[config.mk]
export PLATFORM = sky130hd
export DESIGN_NAME = dmem_ctrl
export DESIGN_NICKNAME = d
export VERILOG_FILES = /design/src/rtl/dmem_ctrl.sv
export SDC_FILE = /design/constraint.sdc
export NUM_CORES = 1
export LEC_CHECK = 0
export ABC_CLOCK_PERIOD_IN_PS = 3200
export BUFFER_PORTS_ARGS = -buffer_cell sky130_fd_sc_hd__clkbuf_2
export CORE_AREA = 2 2 142 144
export CTS_BUF_LIST = sky130_fd_sc_hd__clkbuf_4
export DETAILED_ROUTE_END_ITERATION = 7
export DIE_AREA = 0 0 144 146
export PLACE_DENSITY = 0.71
export SLEW_MARGIN = 40
export SYNTH_ARGS = -nofsm -noshare
export SYNTH_HDL_FRONTEND = slang
export SYNTH_SLANG_ARGS = --single-unit
[constraint.sdc]
create_clock -name clk -period 3.2 [get_ports clk]
set_clock_uncertainty 0.15 [all_clocks]
set_input_delay 0.32 -clock clk [delete_from_list [all_inputs] [get_ports clk]]
set_output_delay 0.32 -clock clk [all_outputs]
set_load 0.01 [all_outputs]
[src/rtl/dmem_ctrl.sv]
// dmem_ctrl: memory-side responder of the coherence bus; issues tagged memory txns and returns fills
module dmem_ctrl #(
  parameter int RSP_Q_PTR_W         = 3,
  parameter int MEM_TAG_W           = 4,
  parameter int TBL_NUM             = 16,
  parameter int DCACHE_TAG_W        = 20,
  parameter int DCACHE_IDX_W        = 5,
  parameter int DCACHE_WORD_IN_BITS = 64
) (
  input  logic                           clk,
  input  logic                           rst,
  input  logic                           bus_req_id_i,
  input  logic [DCACHE_TAG_W-1:0]        bus_req_tag_i,
  input  logic [DCACHE_IDX_W-1:0]        bus_req_idx_i,
  input  logic [1:0]                     bus_req_message_i,
  input  logic [DCACHE_WORD_IN_BITS-1:0] bus_req_data_i,
  input  logic                           bus_core_rsp_vld_i,
  input  logic                           bus_rsp_stall_i,
  input  logic [RSP_Q_PTR_W-1:0]         bus2Dmem_ctrl_rsp_ptr_i,
  output logic                           Dmem_ctrl_rsp_ack_o,
  output logic                           Dmem_ctrl_rsp_vld_o,
  output logic [RSP_Q_PTR_W-1:0]         Dmem_ctrl_rsp_ptr_o,
  output logic [DCACHE_WORD_IN_BITS-1:0] Dmem_ctrl_rsp_data_o,
  output logic [1:0]                     Dmem_ctrl2mem_command_o,
  output logic [63:0]                    Dmem_ctrl2mem_addr_o,
  output logic [63:0]                    Dmem_ctrl2mem_data_o,
  input  logic [MEM_TAG_W-1:0]           mem2Dmem_ctrl_response_i,
  input  logic [63:0]                    mem2Dmem_ctrl_data_i,
  input  logic [MEM_TAG_W-1:0]           mem2Dmem_ctrl_tag_i
);
  localparam logic [1:0] MSG_NONE  = 2'd0;
  localparam logic [1:0] GET_S     = 2'd1;
  localparam logic [1:0] GET_M     = 2'd2;
  localparam logic [1:0] PUT_M     = 2'd3;
  localparam logic [1:0] BUS_NONE  = 2'd0;
  localparam logic [1:0] BUS_LOAD  = 2'd1;
  localparam logic [1:0] BUS_STORE = 2'd2;
  localparam int CNT_W = $clog2(TBL_NUM);
  localparam logic [CNT_W-1:0] CNT_MAX = CNT_W'(TBL_NUM - 1);
  logic [TBL_NUM-1:0]     tbl_vld;
  logic [RSP_Q_PTR_W-1:0] tbl_ptr [TBL_NUM];
  logic [CNT_W-1:0]       outstanding;
  logic                   is_load;
  logic                   is_store;
  logic                   eligible;
  logic                   alloc;
  logic                   ret_hit;
  logic                   unused;
  assign unused = bus_req_id_i;
  // issue decision, command mapping and same-cycle ack
  always_comb begin
    is_store                = bus_req_message_i == PUT_M;
    is_load                 = bus_req_message_i == GET_S || bus_req_message_i == GET_M;
    eligible                = rst && bus_req_message_i != MSG_NONE && !bus_core_rsp_vld_i &&
                              !bus_rsp_stall_i && (is_store || outstanding != CNT_MAX);
    Dmem_ctrl_rsp_ack_o     = eligible && mem2Dmem_ctrl_response_i != '0;
    alloc                   = Dmem_ctrl_rsp_ack_o && is_load;
    ret_hit                 = rst && mem2Dmem_ctrl_tag_i != '0 && tbl_vld[mem2Dmem_ctrl_tag_i];
    Dmem_ctrl2mem_command_o = !eligible ? BUS_NONE : is_store ? BUS_STORE : BUS_LOAD;
    Dmem_ctrl2mem_addr_o    = rst ? 64'({bus_req_tag_i, bus_req_idx_i, 3'b000}) : 64'd0;
    Dmem_ctrl2mem_data_o    = eligible && is_store ? 64'(bus_req_data_i) : 64'd0;
  end
  // tag table: a return clears the old entry first so a same-tag allocation wins
  always_ff @(posedge clk) begin
    if (!rst) begin
      tbl_vld <= '0;
      for (int i = 0; i < TBL_NUM; i++) tbl_ptr[i] <= '0;
    end else begin
      if (ret_hit) tbl_vld[mem2Dmem_ctrl_tag_i] <= 1'b0;
      if (alloc) begin
        tbl_vld[mem2Dmem_ctrl_response_i] <= 1'b1;
        tbl_ptr[mem2Dmem_ctrl_response_i] <= bus2Dmem_ctrl_rsp_ptr_i;
      end
    end
  end
  // outstanding-load count, held when an alloc and a return coincide, never wraps
  always_ff @(posedge clk) begin
    if (!rst) outstanding <= '0;
    else outstanding <= (alloc && !ret_hit && outstanding != CNT_MAX) ? outstanding + 1'b1 :
                        (ret_hit && !alloc && outstanding != '0) ? outstanding - 1'b1 : outstanding;
  end
  // registered fill response toward the bus response queue
  always_ff @(posedge clk) begin
    if (!rst) begin
      Dmem_ctrl_rsp_vld_o  <= 1'b0;
      Dmem_ctrl_rsp_ptr_o  <= '0;
      Dmem_ctrl_rsp_data_o <= '0;
    end else begin
      Dmem_ctrl_rsp_vld_o <= ret_hit;
      if (ret_hit) begin
        Dmem_ctrl_rsp_ptr_o  <= tbl_ptr[mem2Dmem_ctrl_tag_i];
        Dmem_ctrl_rsp_data_o <= DCACHE_WORD_IN_BITS'(mem2Dmem_ctrl_data_i);
      end
    end
  end
  // flag memory returns that name a tag with no outstanding load
  always_ff @(posedge clk) begin
    if (rst && mem2Dmem_ctrl_tag_i != '0)
      orphan_return: assert (tbl_vld[mem2Dmem_ctrl_tag_i])
        else $warning("dmem_ctrl: return on idle tag %0d ignored", mem2Dmem_ctrl_tag_i);
  end
endmodule

==> results.toml <==
[global_route]
grt_usage_pct = 22.3
grt_pass1_wl_mm = 35.8
grt_max_degree = 141
overflow = 0
grt_pass1_vias = 6430
antenna_found_initial = 3

[clock_network]
cts_max_level = 4
clockBufferDepth = 2
clkSinkCount = 135
cts_tree = "yes"
cts_hold_buf = 75
postCtsSetupRepairBufs = 0
tritoncts.num_buffers = 17
clk_latency_ps = 520
cts.clk_slew.worst_paths_ps = 120
ctsRootBufferMaster = "clkbuf_4"
cts_resized = 0

[synthesis]
synth_edf_count = 48
synth_top_family_by_area = "simple AND/OR/NAND/NOR gates"
synth.most_common_cell = "nand2_1"
yosys.cell_types.count = 47
ys_top_cells_by_count = "151 x nand2_1, 87 x dfxtp_1, 79 x o21ai_0"
synth_top_area_share_pct = 25.9
yosys_register_bits = 135
synth_cells = 730
synth-simple-area-share_pct = 26.9
yosys_warnings = 0
muxShareOfSynthArea_pct = 5.81
async_flop_share_pct = 0
ys_top_cells_by_area = "dfxtp_1 26%, edfxtp_1 21%, nand2_1 8.4%"
synth_flop_cell = "dfxtp_1"
synth_compound_area_share_pct = 10.6
post_synth_fa_ha_maj_area_fraction_pct = 1.04
avgSynthCellArea_um2 = 9.21
synth_xor_area_share_pct = 0.130
ys_seq_area_share_pct = 47.3
synthesis.area_um2 = 6720
synth_area_leader_cell = "dfxtp_1"

[timing]
finalHoldViolCount = 0
grt_setup_unrepaired = "false"
period_minus_slack_ps = 2940
finalCritPeriodShare_pct = 91.8
fmax_mhz = 340
tightest_slew_ps = 667
slew_headroom_pct = 55.1
hold_ws_ps = 51.4
setup_viol_count_final = 0
setup-tns-final_ps = 0
slew_violations = 0

[run]
cap_violations = 0

[route]
drc_errors = 0
first_iter_violations = 459
drt-total-wl_mm = 23.9
dr.pass1.iters = 4
vias = 6677
ant_nets = 0
drt-wirelength-per-cell_um = 17.1
via_per_inst = 4.78

[placed_design]
dp_hpwl_mm = 17.2
port_buffers = 329
gp_congestion = 0.823

[final_layout]
nets = 1294
regArea_um2 = 3180
multiInputGateArea_um2 = 3150
n_fill_cell = 1765
area_growth_pct = 42.1
drive_gt1_share_pct = 37.2

[setup_path]
worstPathRequired_ps = 3440
crit_arrival_ps = 3180
cp_max_fo = 3
critPathCaptureType = "register"
critical_path_class = "register to register"
start_kind = "register"

[power]
power_leakage_nw = 4.70
peakVddDrop_v = 0.000162
power_density_nw_per_um2 = 386

[floorplanning]
row_count = 51
design.core.area_um2 = 19300
die_y_um = 146
die_x_um = 144
die_area_um2 = 21000
initial_core_util_pct = 34.8
io_pins = 370

[hold_path]
hold_path_class = "input port to register"

[outcome]
status = "complete, no violations"
registers in the layout (all words and copies together) (netlist names):
signal / cells
Dmem_ctrl_rsp_data_o: 64
tbl_ptr: 48
tbl_vld: 15
outstanding: 4
Dmem_ctrl_rsp_ptr_o: 3
Dmem_ctrl_rsp_vld_o: 1
cell usage in the layout, fill, tap and decap left out, types with 3 or more instances in the layout:
cell type	netlist	routed
dlygate4sd3_1	0	75
inv_6	0	3
mux4_2	15	15
or4_1	4	4
a31o_2	12	12
clkbuf_2	0	328
buf_4	39	18
nand2b_1	7	7
nand2_1	151	151
nor4_1	6	6
and3_1	68	68
conb_1	1	42
and2_1	72	72
clkbuf_4	0	19
o211ai_1	5	5
mux2i_1	3	3
a22oi_1	6	6
nor3_1	3	3
o21ai_0	79	79
clkinv_4	0	4
edfxtp_1	48	48
nand3_1	4	4
nand4_1	3	3
dfxtp_1	87	87
inv_1	6	6
nor2b_1	5	5
ha_1	4	3
nor2_1	19	19
layout make-up:
type | instances | share of cell area (%)
Clock buffer | 19 | 1.49
Clock inverter | 13 | 1.53
Sequential cell | 135 | 33.3
Tap cell | 265 | 3.47
Timing Repair Buffer | 423 | 26.9
Inverter | 7 | 0.288
Multi-Input combinational cell | 534 | 32.9
Antenna cell | 2 | 0.0524
worst paths after layout:
kind	start	endpoint	slack [ps]	depth (start not counted)
setup / recovery	tbl_vld[3]	outstanding[3]	260	11
hold / removal	rst	Dmem_ctrl_rsp_data_o[13]	50	3
setup reg to reg	tbl_vld[3]	outstanding[3]	260	11
hold reg to reg	Dmem_ctrl_rsp_data_o[21]	Dmem_ctrl_rsp_data_o[21]	310	2
power breakdown:
group / total, W / switching, W / internal (W)
Clock: 0.00116 / 0.000669 / 0.000492
Combinational: 0.000632 / 0.000346 / 0.000287
Sequential: 0.00189 / 0.0000412 / 0.00185
Total: 0.00368 / 0.00106 / 0.00263
cell families (layout without fill, tap and decap cells):
kind of cell	count (synthesis)	count (layout)
xor+xnor	1	1
other cells	1	44
compound gates	114	114
flops	135	135
simple gates	352	352
mux	20	20
fa+ha+maj	5	5
buf+inv	102	462
per-stage QoR:
stage,cells,utilization [%],instance area (um2),total power [W],setup slack [ps]
final,1398,49.4,9550,0.00368,263
after global routing,1398,49.4,9550,0.00384,68.8
after global placement,1289,44.0,8510,0.00247,14.7
after CTS,1396,49.4,9550,0.00370,288
after floorplan,771,-,6880,0.00224,5.57
after detailed placement,1289,44.0,8510,0.00247,7.38
critical path: stages (launching register included):
cell and delay (ps):
dfxtp_1 340, mux2_2 270, a221oi_2 370, o22a_4 230, clkinv_2 70, or2_4 270, ha_1 270, a21o_1 190
a21o_1 180, o211a_1 200, o21ai_0 160, o211ai_1 100
routing by layer:
| metal | up-vias | part of all wire [%] | GRT usage (%) |
|---|---|---|---|
| li1 | 3215 | - | - |
| met5 | - | 0 | 0 |
| met4 | 0 | 1.3 | 6.08 |
| met3 | 20 | 8.2 | 5.26 |
| met1 | 3130 | 40 | 27.1 |
| met2 | 312 | 50 | 39.3 |
No activity file was read; power rests on OpenSTA's default activity.
